### config.mk
export PLATFORM = sky130hd
export DESIGN_NAME = regwb_arbiter
export DESIGN_NICKNAME = d
export VERILOG_FILES = /design/src/rtl/regwb_arbiter.sv
export SDC_FILE = /design/constraint.sdc
export NUM_CORES = 1
export LEC_CHECK = 0
export BUFFER_PORTS_ARGS = -buffer_cell sky130_fd_sc_hd__clkbuf_2
export CORE_ASPECT_RATIO = 0.6
export CORE_UTILIZATION = 50
export DETAILED_ROUTE_END_ITERATION = 12
export PLACE_DENSITY = 0.74
export SLEW_MARGIN = 20
export SYNTH_ARGS = -nofsm -noshare
export SYNTH_HDL_FRONTEND = slang
export SYNTH_SLANG_ARGS = --single-unit
### constraint.sdc
create_clock -name Clk -period 3.05 [get_ports Clk]
set_clock_uncertainty 0.05 [all_clocks]
set_input_delay 0.7625 -clock Clk [delete_from_list [all_inputs] [get_ports Clk]]
set_output_delay 0.7625 -clock Clk [all_outputs]
set_load 0.01 [all_outputs]
### src/rtl/regwb_arbiter.sv
// Register-file write-back arbiter: ALU results win every cycle, loads wait in a
// DEPTH-entry squashable FIFO. Define REGWB_BYPASS_EN to let a load skip an empty FIFO.
module regwb_arbiter #(
  parameter int DEPTH = 4
) (
  input  logic        Clk,
  input  logic        Reset_n,
  input  logic        AluValid,
  input  logic [4:0]  AluReg,
  input  logic [31:0] AluData,
  input  logic        LoadValid,
  output logic        LoadReady,
  input  logic [4:0]  LoadReg,
  input  logic [31:0] LoadData,
  input  logic [4:0]  ReadRegister1,
  input  logic [4:0]  ReadRegister2,
  output logic        Hazard1,
  output logic        Hazard2,
  output logic        RegWrite,
  output logic [4:0]  WriteRegister,
  output logic [31:0] WriteData
);
  localparam int PW = $clog2(DEPTH);
  localparam int CW = $clog2(DEPTH + 1);
  localparam logic [CW-1:0] FULL = CW'(DEPTH);

  logic [4:0]       q_reg_q  [DEPTH];
  logic [31:0]      q_data_q [DEPTH];
  logic [DEPTH-1:0] vld_q, vld_d;
  logic [PW-1:0]    wptr_q, wptr_d, rptr_q, rptr_d;
  logic [CW-1:0]    count_q, count_d;
  logic             wr_en_q, wr_en_d;
  logic [4:0]       wr_reg_q, wr_reg_d;
  logic [31:0]      wr_data_q, wr_data_d;

  logic             load_xfer, push, pop, bypass, alu_live;
  logic [DEPTH-1:0] squash, hit1, hit2;

  assign LoadReady = (count_q < FULL);
  assign load_xfer = LoadValid && LoadReady;
  assign pop       = !AluValid && (count_q != '0);
  assign alu_live  = AluValid && (AluReg != 5'd0);

`ifdef REGWB_BYPASS_EN
  assign bypass = load_xfer && (count_q == '0) && !AluValid;
`else
  assign bypass = 1'b0;
`endif
  assign push = load_xfer && !bypass;

  genvar gi;
  generate
    for (gi = 0; gi < DEPTH; gi++) begin : g_entry
      assign squash[gi] = alu_live && (q_reg_q[gi] == AluReg);
      assign hit1[gi]   = vld_q[gi] && (q_reg_q[gi] == ReadRegister1);
      assign hit2[gi]   = vld_q[gi] && (q_reg_q[gi] == ReadRegister2);
    end
  endgenerate

  assign Hazard1 = (ReadRegister1 != 5'd0) &&
                   ((wr_en_q && (wr_reg_q == ReadRegister1)) || (|hit1));
  assign Hazard2 = (ReadRegister2 != 5'd0) &&
                   ((wr_en_q && (wr_reg_q == ReadRegister2)) || (|hit2));

  always_comb begin
    vld_d   = vld_q & ~squash;
    wptr_d  = wptr_q;
    rptr_d  = rptr_q;
    count_d = count_q;
    if (pop) begin
      vld_d[rptr_q] = 1'b0;
      rptr_d        = rptr_q + PW'(1);
    end
    // A load pushed alongside a matching ALU write is already stale.
    if (push) begin
      vld_d[wptr_q] = (LoadReg != 5'd0) && !(alu_live && (LoadReg == AluReg));
      wptr_d        = wptr_q + PW'(1);
    end
    if (push && !pop)      count_d = count_q + CW'(1);
    else if (pop && !push) count_d = count_q - CW'(1);
  end

  always_comb begin
    wr_en_d   = 1'b0;
    wr_reg_d  = wr_reg_q;
    wr_data_d = wr_data_q;
    if (AluValid) begin
      wr_en_d   = (AluReg != 5'd0);
      wr_reg_d  = AluReg;
      wr_data_d = AluData;
    end else if (bypass) begin
      wr_en_d   = (LoadReg != 5'd0);
      wr_reg_d  = LoadReg;
      wr_data_d = LoadData;
    end else if (pop) begin
      wr_en_d   = vld_q[rptr_q];
      wr_reg_d  = q_reg_q[rptr_q];
      wr_data_d = q_data_q[rptr_q];
    end
  end

  always_ff @(posedge Clk or negedge Reset_n) begin
    if (!Reset_n) begin
      vld_q     <= '0;
      wptr_q    <= '0;
      rptr_q    <= '0;
      count_q   <= '0;
      wr_en_q   <= 1'b0;
      wr_reg_q  <= 5'd0;
      wr_data_q <= 32'd0;
    end else begin
      vld_q     <= vld_d;
      wptr_q    <= wptr_d;
      rptr_q    <= rptr_d;
      count_q   <= count_d;
      wr_en_q   <= wr_en_d;
      wr_reg_q  <= wr_reg_d;
      wr_data_q <= wr_data_d;
    end
  end

  // Payload storage needs no reset; validity is tracked separately.
  always_ff @(posedge Clk) begin
    if (push) begin
      q_reg_q[wptr_q]  <= LoadReg;
      q_data_q[wptr_q] <= LoadData;
    end
  end

  assign RegWrite      = wr_en_q;
  assign WriteRegister = wr_reg_q;
  assign WriteData     = wr_data_q;
endmodule
==> reports/metrics.yaml, run 1 <==
async_flop_share_pct: 24.9
placed_area_um2: 9570
grt_use_total_pct: 23.5
r2r_slack_ps: 990
clock_path_buffers: 2
ys_ff_latch: 197
drt_first_iter_violations: 486
internal_power_mw: 5.73
die_h_um: 104
syn-cell-area_um2: 8650
diodes: 0
grt_pass1_vias: 5426
relSlewSlack_pct: 56.1
endpoint_kind: "output port"
path_cells: "xor2_1 > nor4_1 > nand3_1 > nand3_1 > o22a_1 > clkbuf_2"
max-vdd-ir-drop_uv: 481
max_stage_delay_ps: 540
dpl.hpwl_mm: 13.9
critPathKind: "reg2out"
synth_top_area_share_pct: 51.4
period_minus_slack_ps: 2840
cts-root-buf: "clkbuf_16"
required_ps: 2240
grt_pass1_wl_mm: 30.7
cts_resized: 0
htreeDepth: 4
synth_cell_types: 30
finalHoldViolCount: 0
tritoncts: "done"
synth_nets: 639
post-route-period-util_pct: 93.0
fmax_ghz: 0.353
yosysMostFrequentCell: "edfxtp_1"
hold_class: "in2async"
gp_congestion: 0.968
syn_avg_cell_area_um2: 16.0
cp_common_cell: "nand3_1"
post_cts_buffers: 0
pwr-share-comb_pct: 28.5
nets: 770
area_delta_synth_final_pct: 17.3
clock-sinks: 197
first_pass_iters: 5
ys_seq_area_share_pct: 65.5
numCtsBuffers: 17
antenna_found_initial: 1
drv_cap: 0
wl_per_cell_um: 21.5
cp-start-kind: "flip-flop"
tightest_slew_ps: 658
setup_viol: 0
grt_max_degree: 63
fin_tns_setup_ps: 0
crit_arrival_ps: 2020
port-buffer-count: 128
final_area_um2: 10200
swShare_pct: 32.3
slew_violations: 0
p_leak_nw: 3.91
num_io_pins: 129
synth_area_leaders: "edfxtp_1 51%, dfrtp_1 14%, mux4_2 9.9%"
fp-row-count: 36
via_count: 5144
rsz0062_at_grt: "no"
die-area_um2: 17900
layout-drive-gt1-share_pct: 33.7
initial_core_util_pct: 52.2
cp_slowest_cell: "edfxtp_1"
synth.largest_area_cell: "edfxtp_1"
yosys_most_used_dff: "edfxtp_1"
p_per_area_nw_per_um2: 833
clk_pin_slew_worst_paths_ps: 80
power_mw: 8.46
synth_common_cells: "148 x edfxtp_1, 63 x xor2_1, 49 x dfrtp_1"
rr_worst_depth: 4
ctsHoldBuffers: 0
synth_edf_count: 148
pwr-share-seq_pct: 45.7
pwr-share-clk_pct: 25.8
ant_nets: 0
core_area_um2: 16600
insertion_delay_ps: 430
yosysWarnings: 0
grt_remaining_overflow: 0
status: "complete, no violations"
die_width_um: 172
p_switching_mw: 2.73
drc_errors: 0
wirelength_mm: 19.6
cp_max_fo: 4
vias_per_cell: 5.63
syn_inst: 541
n_fill_cell: 1292
## cells by family (layout without fill, tap and decap cells)
kind of cell	Yosys count	count (layout)	synth area share (%)
AO/OA/AOI/OAI	47	47	3.37
XOR/XNOR	80	80	8.10
adder cells (fa/ha/maj)	10	10	1.53
buffers and inverters	48	192	2.53
flip-flops	197	197	65.5
multiplexers	75	75	14.2
AND/OR/NAND/NOR	84	84	4.70
## registers in the layout (all words and copies together) (netlist names)
name and cells:
q_data_q 128, q_reg_q 20, vld_q 4, WriteRegister 5, WriteData 32, count_q 3, wptr_q 2, RegWrite 1
rptr_q 2
## stage by stage
step / cells / hold slack, ps / worst slack, ps / util [%]
2_1_floorplan: 541 / 417 / 396 / -
3_3_place_gp: 881 / 411 / 391 / 57.7
3_5_place_dp: 881 / 419 / 295 / 57.7
4_1_cts: 913 / 308 / 212 / 61.2
5_1_grt: 913 / 336 / 143 / 61.2
6_report: 913 / 303 / 214 / 61.2
## final cells by class
type | count | area (um^2) | share of cell area (%)
clock buffers | 17 | 425 | 4.19
clock inverters | 15 | 158 | 1.55
inverters | 12 | 45.0 | 0.444
multi-input cells | 296 | 2780 | 27.3
flip-flops and latches | 197 | 5670 | 55.9
well taps | 228 | 285 | 2.81
repair buffers | 148 | 791 | 7.79
## metal layers
layer / vias to the layer above / share of wire, % / GRT usage, %
li1: 2301 / - / -
met1: 2567 / 45 / 34.7
met2: 247 / 44 / 34.2
met3: 27 / 10 / 6.54
met4: 2 / 1.2 / 6.64
met5: - / 0.066 / 0
## worst max-delay path, delay by kind of cell (launching register included)
kind	cells	cell delay (ps)
buffers and inverters	1	120
flip-flops	1	540
XOR/XNOR	1	210
AO/OA/AOI/OAI	1	150
AND/OR/NAND/NOR	3	580
## placed cells by master, fill, tap and decap left out, types with 5 or more instances in the layout
cell / count
mux2_2: 5
clkbuf_16: 17
nand2_1: 42
ha_1: 9
o21ai_0: 34
nand3_1: 13
clkbuf_2: 128
xnor2_1: 17
inv_1: 12
mux4_2: 38
xor2_1: 63
or4_1: 6
mux2i_1: 32
a222oi_1: 5
edfxtp_1: 148
nor4_1: 11
buf_4: 20
dfrtp_1: 47
## path summary, 6_finish.rpt
path	from	end
worst max register to register	q_reg_q[2][4]	vld_q[2]
max in group asynchronous	Reset_n	WriteData[1]
worst min-delay path	Reset_n	WriteData[15]
worst max-delay path	q_reg_q[2][3]	Hazard2
worst min register to register	WriteData[16]	WriteData[16]
min in group Clk	WriteData[16]	WriteData[16]
## power groups by stage
| stage | registers, mW | logic (mW) | clock network (mW) |
|---|---|---|---|
| final | 3.87 | 2.41 | 2.18 |
| after global routing | 3.92 | 2.66 | 2.32 |
| after CTS | 3.86 | 2.45 | 2.22 |
| after detailed placement | 3.91 | 2.43 | 0 |
| after global placement | 3.87 | 2.36 | 0 |
| after floorplan | 3.91 | 1.53 | 0 |
(Power assumes the default switching activity.)
==> run 2: changes to the inputs <==
--- a/config.mk
+++ b/config.mk
@@ -5,11 +5,12 @@
 export SDC_FILE = /design/constraint.sdc
 export NUM_CORES = 1
 export LEC_CHECK = 0
+export ABC_AREA = 1
 export BUFFER_PORTS_ARGS = -buffer_cell sky130_fd_sc_hd__clkbuf_2
 export CORE_ASPECT_RATIO = 0.6
-export CORE_UTILIZATION = 50
+export CORE_UTILIZATION = 32
 export DETAILED_ROUTE_END_ITERATION = 12
-export PLACE_DENSITY = 0.74
+export PLACE_DENSITY = 0.53
 export SLEW_MARGIN = 20
 export SYNTH_ARGS = -nofsm -noshare
 export SYNTH_HDL_FRONTEND = slang
==> run 2 against run 1 <==
Sequential share of layout area is 3.1 points lower. Flip-flop and latch count did not move. Cell count grew 58%. Final area is 5.9% higher. Register-to-register slack is essentially flat. Worst setup slack better by 33 ps. Die area rose by 65%. Combinational power grew 19%. Critical endpoint unchanged. Largest power group unchanged.
==> reports/metrics.yaml, run 2 <==
regMostFlops: "q_data_q"
num_io_pins: 129
gp_congestion: 0.970
slew_violations: 0
numCtsBuffers: 17
p_leak_nw: 4.41
reg2reg_from: "count_q[2]"
finalHoldViolCount: 0
period_minus_slack_ps: 2800
setup_viol: 0
die_width_um: 221
grt_remaining_overflow: 0
synth_nets: 1044
clk_pin_slew_worst_paths_ps: 70
ys_ff_latch: 197
grt_use_total_pct: 18.7
synth_area_leaders: "edfxtp_1 48%, dfrtp_1 13%, nor2_1 7.4%"
synth_cell_types: 31
relSlewSlack_pct: 54.2
cts_resized: 0
post-route-period-util_pct: 91.9
required_ps: 2240
grt_pass1_vias: 6475
endpoint_kind: "output port"
syn_avg_cell_area_um2: 9.73
status: "complete, no violations"
yosys_most_used_dff: "edfxtp_1"
cp-start-kind: "flip-flop"
tritoncts: "done"
crit_arrival_ps: 1990
clock_path_buffers: 2
synth_common_cells: "182 x nor2_1, 177 x nand2_1, 148 x edfxtp_1"
syn_inst: 946
async_flop_share_pct: 24.9
ctsHoldBuffers: 0
final_cell_mix: "182 x nor2_1, 177 x nand2_1, 148 x edfxtp_1"
fin_tns_setup_ps: 0
first_pass_iters: 7
p_per_area_nw_per_um2: 849
drt_first_iter_violations: 716
largest_reg_flops: 128
max_stage_delay_ps: 540
synth.largest_area_cell: "edfxtp_1"
ys_seq_area_share_pct: 61.6
critPathKind: "reg2out"
wirelength_mm: 27.0
layout-drive-gt1-share_pct: 16.9
rr_worst_depth: 10
crit_family: "simple AND/OR/NAND/NOR gates"
core_area_um2: 27900
synth_edf_count: 148
die-area_um2: 29500
fp-row-count: 47
via_count: 7011
tightest_slew_ps: 687
syn-cell-area_um2: 9200
rr_endpoint: "count_q[2]"
layout_commonest_cell: "nor2_1"
port-buffer-count: 128
cp_num_buf_inv: 2
r2r_slack_ps: 990
area_delta_synth_final_pct: 16.8
htreeDepth: 4
yosysMostFrequentCell: "nor2_1"
cp_common_cell: "nor2_1"
nets: 1161
wl_per_cell_um: 18.7
cp_slowest_cell: "edfxtp_1"
drc_errors: 0
vias_per_cell: 4.85
fmax_ghz: 0.357
insertion_delay_ps: 440
hold_class: "in2async"
clock-sinks: 197
synth_top_area_share_pct: 48.3
path_cells: "inv_1 > nand2_1 > nand2_1 > nor2_1 > nand3_1 > nand3_1 > nor2_1 > nor2_1 > clkbuf_2"
worst_slack_ps: 247
die_h_um: 133
grt_pass1_wl_mm: 41.1
drv_cap: 0
max-vdd-ir-drop_uv: 514
antenna_found_initial: 2
cp_max_fo: 4
post_cts_buffers: 0
initial_core_util_pct: 32.9
dpl.hpwl_mm: 18.6
rsz0062_at_grt: "no"
cts-root-buf: "clkbuf_16"
ant_nets: 0
grt_max_degree: 89
dp_slack_ps: 463
yosysWarnings: 0
[run 2: cell count changes after synthesis, sizes merged, moves of 32 or more]
| cell | before | now |
|---|---|---|
| mux2i | 32 | 0 |
| nor2 | 3 | 183 |
| o21ai | 35 | 189 |
| mux4 | 38 | 0 |
| inv | 12 | 57 |
| xor2 | 63 | 20 |
| nand2 | 42 | 177 |
[run 2: per-layer routing]
| layer | global-route usage, % | wire length [um] |
|---|---|---|
| met1 | 29.4 | 14100 |
| met2 | 24.7 | 10600 |
| met4 | 4.12 | 258 |
| met3 | 5.56 | 1980 |
| met5 | 0 | 0 |
[run 2: final cells by class]
class	instances	area, um^2
repair buffers	143	778
clock inverters	13	169
inverters	57	221
well taps	367	459
fillers	2841	17200
diodes	2	5.00
clock buffers	19	443
flip-flops and latches	197	5670
multi-input cells	647	3000
[run 2: power breakdown]
| part | internal (mW) | switching [mW] | total [mW] |
|---|---|---|---|
| logic | 0.959 | 1.91 | 2.87 |
| registers | 3.49 | 0.397 | 3.89 |
| clock network | 1.33 | 1.03 | 2.36 |
| total | 5.78 | 3.35 | 9.12 |
[run 2: cells by family after synthesis]
| family | Yosys count | share of synthesized area, % |
|---|---|---|
| AO/OA/AOI/OAI | 210 | 11.7 |
| XOR/XNOR | 25 | 2.38 |
| adder cells (fa/ha/maj) | 10 | 1.44 |
| buffers and inverters | 102 | 5.76 |
| flip-flops | 197 | 61.6 |
| multiplexers | 1 | 0.122 |
| AND/OR/NAND/NOR | 401 | 17.0 |
[run 2: how the worst max path moves through the flow]
stage,from,end,slack [ps],cells after the start
final,q_reg_q[0][1],Hazard2,250,9
after global routing,q_reg_q[0][1],Hazard2,150,9
after CTS,q_reg_q[0][1],Hazard2,300,9
after detailed placement,ReadRegister2[3],Hazard2,460,10
after global placement,ReadRegister1[0],Hazard1,450,10
after floorplan,AluValid,count_q[1],670,8
[run 2: per-stage QoR]
stage | hold WS (ps) | instance area (um^2) | util, % | instances | total power [mW]
after detailed placement | 429 | 10100 | 36.3 | 1411 | 6.85
final | 174 | 10800 | 38.5 | 1445 | 9.12
after CTS | 167 | 10700 | 38.5 | 1443 | 9.23
after global routing | 178 | 10700 | 38.5 | 1443 | 9.74
after floorplan | 417 | 9200 | - | 946 | 5.90
after global placement | 422 | 10100 | 36.3 | 1411 | 6.81
